**config.mk**
```make
export PLATFORM = sky130hd
export DESIGN_NAME = instr_sequencer_flat
export DESIGN_NICKNAME = d
export VERILOG_FILES = /design/src/rtl/instr_sequencer_if.sv /design/src/rtl/instr_sequencer.sv /design/src/flat_wrapper.sv
export SDC_FILE = /design/constraint.sdc
export NUM_CORES = 1
export LEC_CHECK = 0
export ABC_AREA = 0
export BUFFER_PORTS_ARGS = -buffer_cell sky130_fd_sc_hd__buf_4
export CELL_PAD_IN_SITES_DETAIL_PLACEMENT = 0
export CELL_PAD_IN_SITES_GLOBAL_PLACEMENT = 1
export CORE_ASPECT_RATIO = 0.7
export CORE_MARGIN = 2
export CORE_UTILIZATION = 36
export CTS_CLUSTER_DIAMETER = 60
export CTS_CLUSTER_SIZE = 10
export DETAILED_ROUTE_END_ITERATION = 10
export PLACE_DENSITY_LB_ADDON = 0.2
export SYNTH_ARGS = -nofsm -noshare
export SYNTH_HDL_FRONTEND = slang
export SYNTH_SLANG_ARGS = --single-unit
```
**constraint.sdc**
```tcl
create_clock -name clk -period 2.35 [get_ports clk]
set_input_delay 0.1175 -clock clk [delete_from_list [all_inputs] [get_ports clk]]
set_output_delay 0.1175 -clock clk [all_outputs]
set_load 0.005 [all_outputs]
```
**src/rtl/instr_sequencer_if.sv**
```systemverilog
// Instruction-memory read port and CPU control port seen by the instruction sequencer.
// The sequencer is the master: it drives the memory address and the CPU strobes.
interface instr_sequencer_if #(
    parameter int ADDR_W = 8
);
    logic [ADDR_W-1:0] mem_addr;
    logic [15:0]       mem_rdata;
    logic [15:0]       cpu_in;
    logic              cpu_load;
    logic              cpu_s;
    logic              cpu_w;

    modport master (
        output mem_addr,
        input  mem_rdata,
        output cpu_in,
        output cpu_load,
        output cpu_s,
        input  cpu_w
    );

    modport slave (
        input  mem_addr,
        output mem_rdata,
        input  cpu_in,
        input  cpu_load,
        input  cpu_s,
        output cpu_w
    );
endinterface

```
**src/rtl/instr_sequencer.sv**
```systemverilog
// Steps a CPU through a program held in synchronous instruction memory:
// fetch, load the instruction register, start the CPU, wait for it to finish, retire.
module instr_sequencer #(
    parameter int ADDR_W  = 8,
    parameter int TIMEOUT = 64
) (
    input  logic               clk,
    input  logic               reset,
    input  logic               start,
    input  logic [ADDR_W-1:0]  prog_len,
    instr_sequencer_if.master  bus,
    output logic               busy,
    output logic               done,
    output logic               err,
    output logic [ADDR_W-1:0]  pc,
    output logic [2:0]         fsm_state
);
    localparam logic [2:0] IDLE   = 3'd0;
    localparam logic [2:0] FETCH  = 3'd1;
    localparam logic [2:0] LOAD   = 3'd2;
    localparam logic [2:0] START  = 3'd3;
    localparam logic [2:0] RUN    = 3'd4;
    localparam logic [2:0] RETIRE = 3'd5;
    localparam logic [2:0] FIN    = 3'd6;

    localparam int CNT_W = $clog2(TIMEOUT + 1);

    logic [2:0]        state;
    logic [ADDR_W-1:0] len;
    logic [CNT_W-1:0]  cnt;
    logic              fell;
    logic [ADDR_W-1:0] mem_addr;
    logic [15:0]       cpu_in;
    logic              cpu_load;
    logic              cpu_s;

    assign bus.mem_addr = mem_addr;
    assign bus.cpu_in   = cpu_in;
    assign bus.cpu_load = cpu_load;
    assign bus.cpu_s    = cpu_s;
    assign fsm_state    = state;

    // Every output is a flop; done is raised on the edge that enters FIN so it
    // is visible exactly for the FIN cycle.
    always_ff @(posedge clk or posedge reset) begin
        if (reset) begin
            state    <= IDLE;
            len      <= '0;
            cnt      <= '0;
            fell     <= 1'b0;
            pc       <= '0;
            mem_addr <= '0;
            cpu_in   <= '0;
            cpu_load <= 1'b0;
            cpu_s    <= 1'b0;
            busy     <= 1'b0;
            done     <= 1'b0;
            err      <= 1'b0;
        end else begin
            cpu_load <= 1'b0;
            cpu_s    <= 1'b0;
            done     <= 1'b0;
            case (state)
                IDLE: begin
                    if (start) begin
                        len      <= prog_len;
                        pc       <= '0;
                        mem_addr <= '0;
                        err      <= 1'b0;
                        busy     <= 1'b1;
                        if (prog_len == '0) begin
                            done  <= 1'b1;
                            state <= FIN;
                        end else begin
                            state <= FETCH;
                        end
                    end
                end
                FETCH: state <= LOAD;
                LOAD: begin
                    cpu_in   <= bus.mem_rdata;
                    cpu_load <= 1'b1;
                    state    <= START;
                end
                START: begin
                    if (bus.cpu_w) begin
                        cpu_s <= 1'b1;
                        cnt   <= '0;
                        fell  <= 1'b0;
                        state <= RUN;
                    end else begin
                        err   <= 1'b1;
                        done  <= 1'b1;
                        state <= FIN;
                    end
                end
                RUN: begin
                    // Completion needs a fall then a rise of cpu_w; it wins over a
                    // timeout landing in the same cycle.
                    if (!bus.cpu_w) fell <= 1'b1;
                    if (fell && bus.cpu_w) begin
                        state <= RETIRE;
                    end else if (cnt == CNT_W'(TIMEOUT - 1)) begin
                        err   <= 1'b1;
                        done  <= 1'b1;
                        state <= FIN;
                    end else begin
                        cnt <= cnt + 1'b1;
                    end
                end
                RETIRE: begin
                    if (pc == len - 1'b1) begin
                        done  <= 1'b1;
                        state <= FIN;
                    end else begin
                        pc       <= pc + 1'b1;
                        mem_addr <= pc + 1'b1;
                        state    <= FETCH;
                    end
                end
                FIN: begin
                    busy  <= 1'b0;
                    state <= IDLE;
                end
                default: state <= IDLE;
            endcase
        end
    end
endmodule

```
**src/flat_wrapper.sv**
```systemverilog
// flat-port wrapper written by rule: the top's interface ports become plain ports
module instr_sequencer_flat 
#(
    parameter int ADDR_W  = 8,
    parameter int TIMEOUT = 64
)
  (clk, reset, start, prog_len, busy, done, err, pc, fsm_state, bus_mem_addr, bus_mem_rdata, bus_cpu_in, bus_cpu_load, bus_cpu_s, bus_cpu_w);
  instr_sequencer_if #(.ADDR_W(ADDR_W)) bus_i ();
  input  logic clk;
  input  logic reset;
  input  logic start;
  input  logic [ADDR_W-1:0] prog_len;
  output logic busy;
  output logic done;
  output logic err;
  output logic [ADDR_W-1:0] pc;
  output logic [2:0] fsm_state;
  output wire logic [$bits(bus_i.mem_addr)-1:0] bus_mem_addr;
  input wire logic [$bits(bus_i.mem_rdata)-1:0] bus_mem_rdata;
  output wire logic [$bits(bus_i.cpu_in)-1:0] bus_cpu_in;
  output wire logic [$bits(bus_i.cpu_load)-1:0] bus_cpu_load;
  output wire logic [$bits(bus_i.cpu_s)-1:0] bus_cpu_s;
  input wire logic [$bits(bus_i.cpu_w)-1:0] bus_cpu_w;
  assign bus_mem_addr = bus_i.mem_addr;
  assign bus_i.mem_rdata = bus_mem_rdata;
  assign bus_cpu_in = bus_i.cpu_in;
  assign bus_cpu_load = bus_i.cpu_load;
  assign bus_cpu_s = bus_i.cpu_s;
  assign bus_i.cpu_w = bus_cpu_w;
  instr_sequencer #(.ADDR_W(ADDR_W), .TIMEOUT(TIMEOUT)) u_core (.clk(clk), .reset(reset), .start(start), .prog_len(prog_len), .bus(bus_i), .busy(busy), .done(done), .err(err), .pc(pc), .fsm_state(fsm_state));
endmodule
```
==> flow_summary_export.csv <==
group,metric,value,unit
synth,ys_ff_latch,48,
synth,synth_area_leader_cell,"dfrtp_1",
job,drv_cap,0,
cells_and_area,drive_gt1_share,37.7,%
placed_design,hpwl,4.33,mm
synth,yosys-top-cells-area,"dfrtp_1, mux2_2, nand2_1",
pwr,power_density,1150,nW/um^2
sta,maxSlewViolCount,0,
min_path,hold_depth,2,
global_route,grt.total_usage,15.8,%
run_status,status,"finished, final reports clean",
cells_and_area,antenna_cells,0,
global_route,grt_use_met3,4.85,%
critical_path,startpoint_type,"flop",
global_route,grt_overflow,0,
critical_path,slowest_delay,410,ps
sta,fin_crit_sh,91.4,%
routing,route.detailed.drc,0,
floorplanning,die_x,105,um
global_route,met1_usage,24.4,%
routing,first_pass_iters,4,
synth,synth_top_area_share,46.4,%
floorplanning,die_y,75.0,um
sta,holdWs,37.1,ps
sta,finalClockSkew,9.96,ps
synth,synth-edff-count,0,
sta,finalSetupViolCount,0,
min_path,holdCritPathClass,"input port to flop",
sta,finalSetupTns,0,ps
clock_network,clock-sinks,48,
routing,drtIter0Drc,76,
critical_path,reg2reg_depth,8,
global_route,grt_pass1_wl,9.85,mm
critical_path,path_max_fanout,7,
routing,ant_nets,0,
global_route,first_global_vias,1958,
critical_path,critPathSlowestCell,"dfrtp_2",
clock_network,clock_path_buffers,2,
clock_network,cts_tree,"built",
global_route,grt_max_degree,49,
global_route,antenna_found_initial,0,
clock_network,clk_pin_slew,100,ps
clock_network,cts-root-buf,"clkbuf_8",
synth,ys_seq_area_share,46.4,%
pwr,finalPower,3.78,mW
critical_path,path_class,"flop to flop",
placed_design,placed_cells,401,
floorplanning,core,6850,um^2
global_route,met2_usage,21.2,%
critical_path,end_kind,"flop",
critical_path,required,2570,ps
synth,synthArstFlopShare,100,%
clock_network,numCtsBuffers,5,
sta,period_minus_slack,2150,ps
synth,synth_most_common_cell,"dfrtp_1",
placed_design,routabilityCongestion,0.785,
critical_path,crit_buf_inv,1,
critical_path,path_cells,"inv_1 -> ha_1 -> or2b_1 -> a21oi_1 -> a31oi_1 -> o2111a_2 -> a2111oi_2 -> mux2i_1",
floorplanning,num_rows,25,
synth,synth_cell_types,49,
pwr,p_leak,1.51,nW
synth,yosysWarnings,0,
cells_and_area,area_delta_synth_final,27.0,%
critical_path,cp.depth,8,
synth,syn_area_per_cell,10.4,um^2
critical_path,cp.arrival,2370,ps
floorplanning,die_area,7900,um^2
sta,rsz0062_at_grt,"no",
floorplanning,io_pins,68,
routing,wl_per_cell,14.6,um
floorplanning,start_util,37.8,%
critical_path,critPathTopFamily,"compound AO/OA/AOI/OAI gates",
clock_network,clock_latency,300,ps
synth,synthFlopType,"dfrtp_1",
synth,syn_inst,248,
sta,final-hold-violation-count,0,
cells_and_area,post-route-util,48.0,%
synth,synth_area,2590,um^2
sta,max-slew-margin-rel,58.3,%
clock_network,cts_setup_buffers,0,
routing,viasPerCell,5.03,
placed_design,port_buffers,67,
cells_and_area,final_nets,346,
sta,fmax,466,MHz
routing,via_count,2064,
synth,netlist_top_cells_count,"dfrtp_1, nand2_1, mux2_2",
cells_and_area,final_cells,410,
global_route,grt_busiest_layer,"met1",
routing,wl,6.00,mm
clock_network,cts-htree-levels,2,
synth,synth_nets,279,
pwr,ir_worst_vdd,0.492,mV
sta,tightest_slew,625,ps
==> layout by cell type, fill, tap and decap left out, types with 7 or more instances in the layout <==
master,instances
o21ai_0,9
mux2_2,24
dfrtp_1,47
buf_4,79
nor2_1,7
mux2i_1,9
nand3_1,12
nand2_1,26
a21oi_1,10
inv_1,7
==> power breakdown <==
group	leakage (nW)	switching, mW	internal, mW
registers	0.598	0.291	1.14
logic	0.850	0.786	0.943
clock network	0.0583	0.299	0.321
==> metal layers <==
| metal | vias to the layer above | wire length (um) |
|---|---|---|
| li1 | 1015 | - |
| met1 | 996 | 3260 |
| met2 | 49 | 2300 |
| met3 | 4 | 404 |
| met4 | 0 | 38 |
| met5 | - | 0 |
==> state kept, by name, summed over array words and instances (netlist names) <==
signal	count
u_core.fsm_state	3
u_core.bus.cpu_in	16
u_core.done	1
u_core.bus.cpu_s	1
u_core.cnt	7
u_core.bus.cpu_load	1
u_core.fell	1
u_core.len	8
u_core.busy	1
u_core.err	1
u_core.pc	8
==> path summary, 6_finish.rpt <==
| check | slack (ps) | from | to |
|---|---|---|---|
| setup reg to reg | 200 | u_core.len[1]$_DFFE_PP0P_ | u_core.pc[5]$_DFFE_PP0P_ |
| hold reg to reg | 510 | u_core.fell$_DFFE_PP0P_ | u_core.fell$_DFFE_PP0P_ |
| max in group asynchronous | 1360 | reset | u_core.len[1]$_DFFE_PP0P_ |
| setup / recovery | 200 | u_core.len[1]$_DFFE_PP0P_ | u_core.pc[5]$_DFFE_PP0P_ |
| hold / removal | 40 | bus_mem_rdata[12] | u_core.bus.cpu_in[12]$_DFFE_PP0P_ |
| min in group asynchronous | 520 | reset | u_core.bus.cpu_load$_DFF_PP0_ |
==> cells by family (layout without fill, tap and decap cells) <==
logic type / Yosys count / count (layout) / synth area share [%]
compound gates: 42 / 42 / 11.1
xor+xnor: 12 / 12 / 4.06
fa+ha+maj: 3 / 3 / 1.45
buf+inv: 28 / 96 / 6.57
flops: 48 / 48 / 46.4
mux: 33 / 33 / 13.9
simple gates: 82 / 82 / 16.5
==> worst register-to-register path, stage by stage (launching register included) <==
cell and delay [ps]:
dfrtp_2 410, inv_1 50, ha_1 180, or2b_1 230
a21oi_1 150, a31oi_1 70, o2111a_2 350, a2111oi_2 410
mux2i_1 220
==> layout make-up <==
class | count | area, um^2
inverter | 8 | 30.0
multi-input combinational | 172 | 1220
clock buffer | 5 | 68.8
clock inverter | 3 | 47.5
sequential | 48 | 1200
tap | 94 | 118
fill | 637 | 3560
timing repair buffer | 80 | 603
==> timing repair <==
action                                 4_1_cts  5_1_grt
hold buffers                                 1        0
gates resized for setup                      0        1
endpoints found under the hold margin       16        0
setup endpoints to repair                    0        1
==> metrics by stage <==
| stage | cell area, um^2 | setup slack, ps |
|---|---|---|
| after floorplan | 2590 | 129 |
| after global placement | 3160 | 243 |
| after detailed placement | 3160 | 201 |
| after CTS | 3290 | 164 |
| after global routing | 3290 | 45.1 |
| final | 3290 | 202 |
No activity file was read; power rests on OpenSTA's default activity.
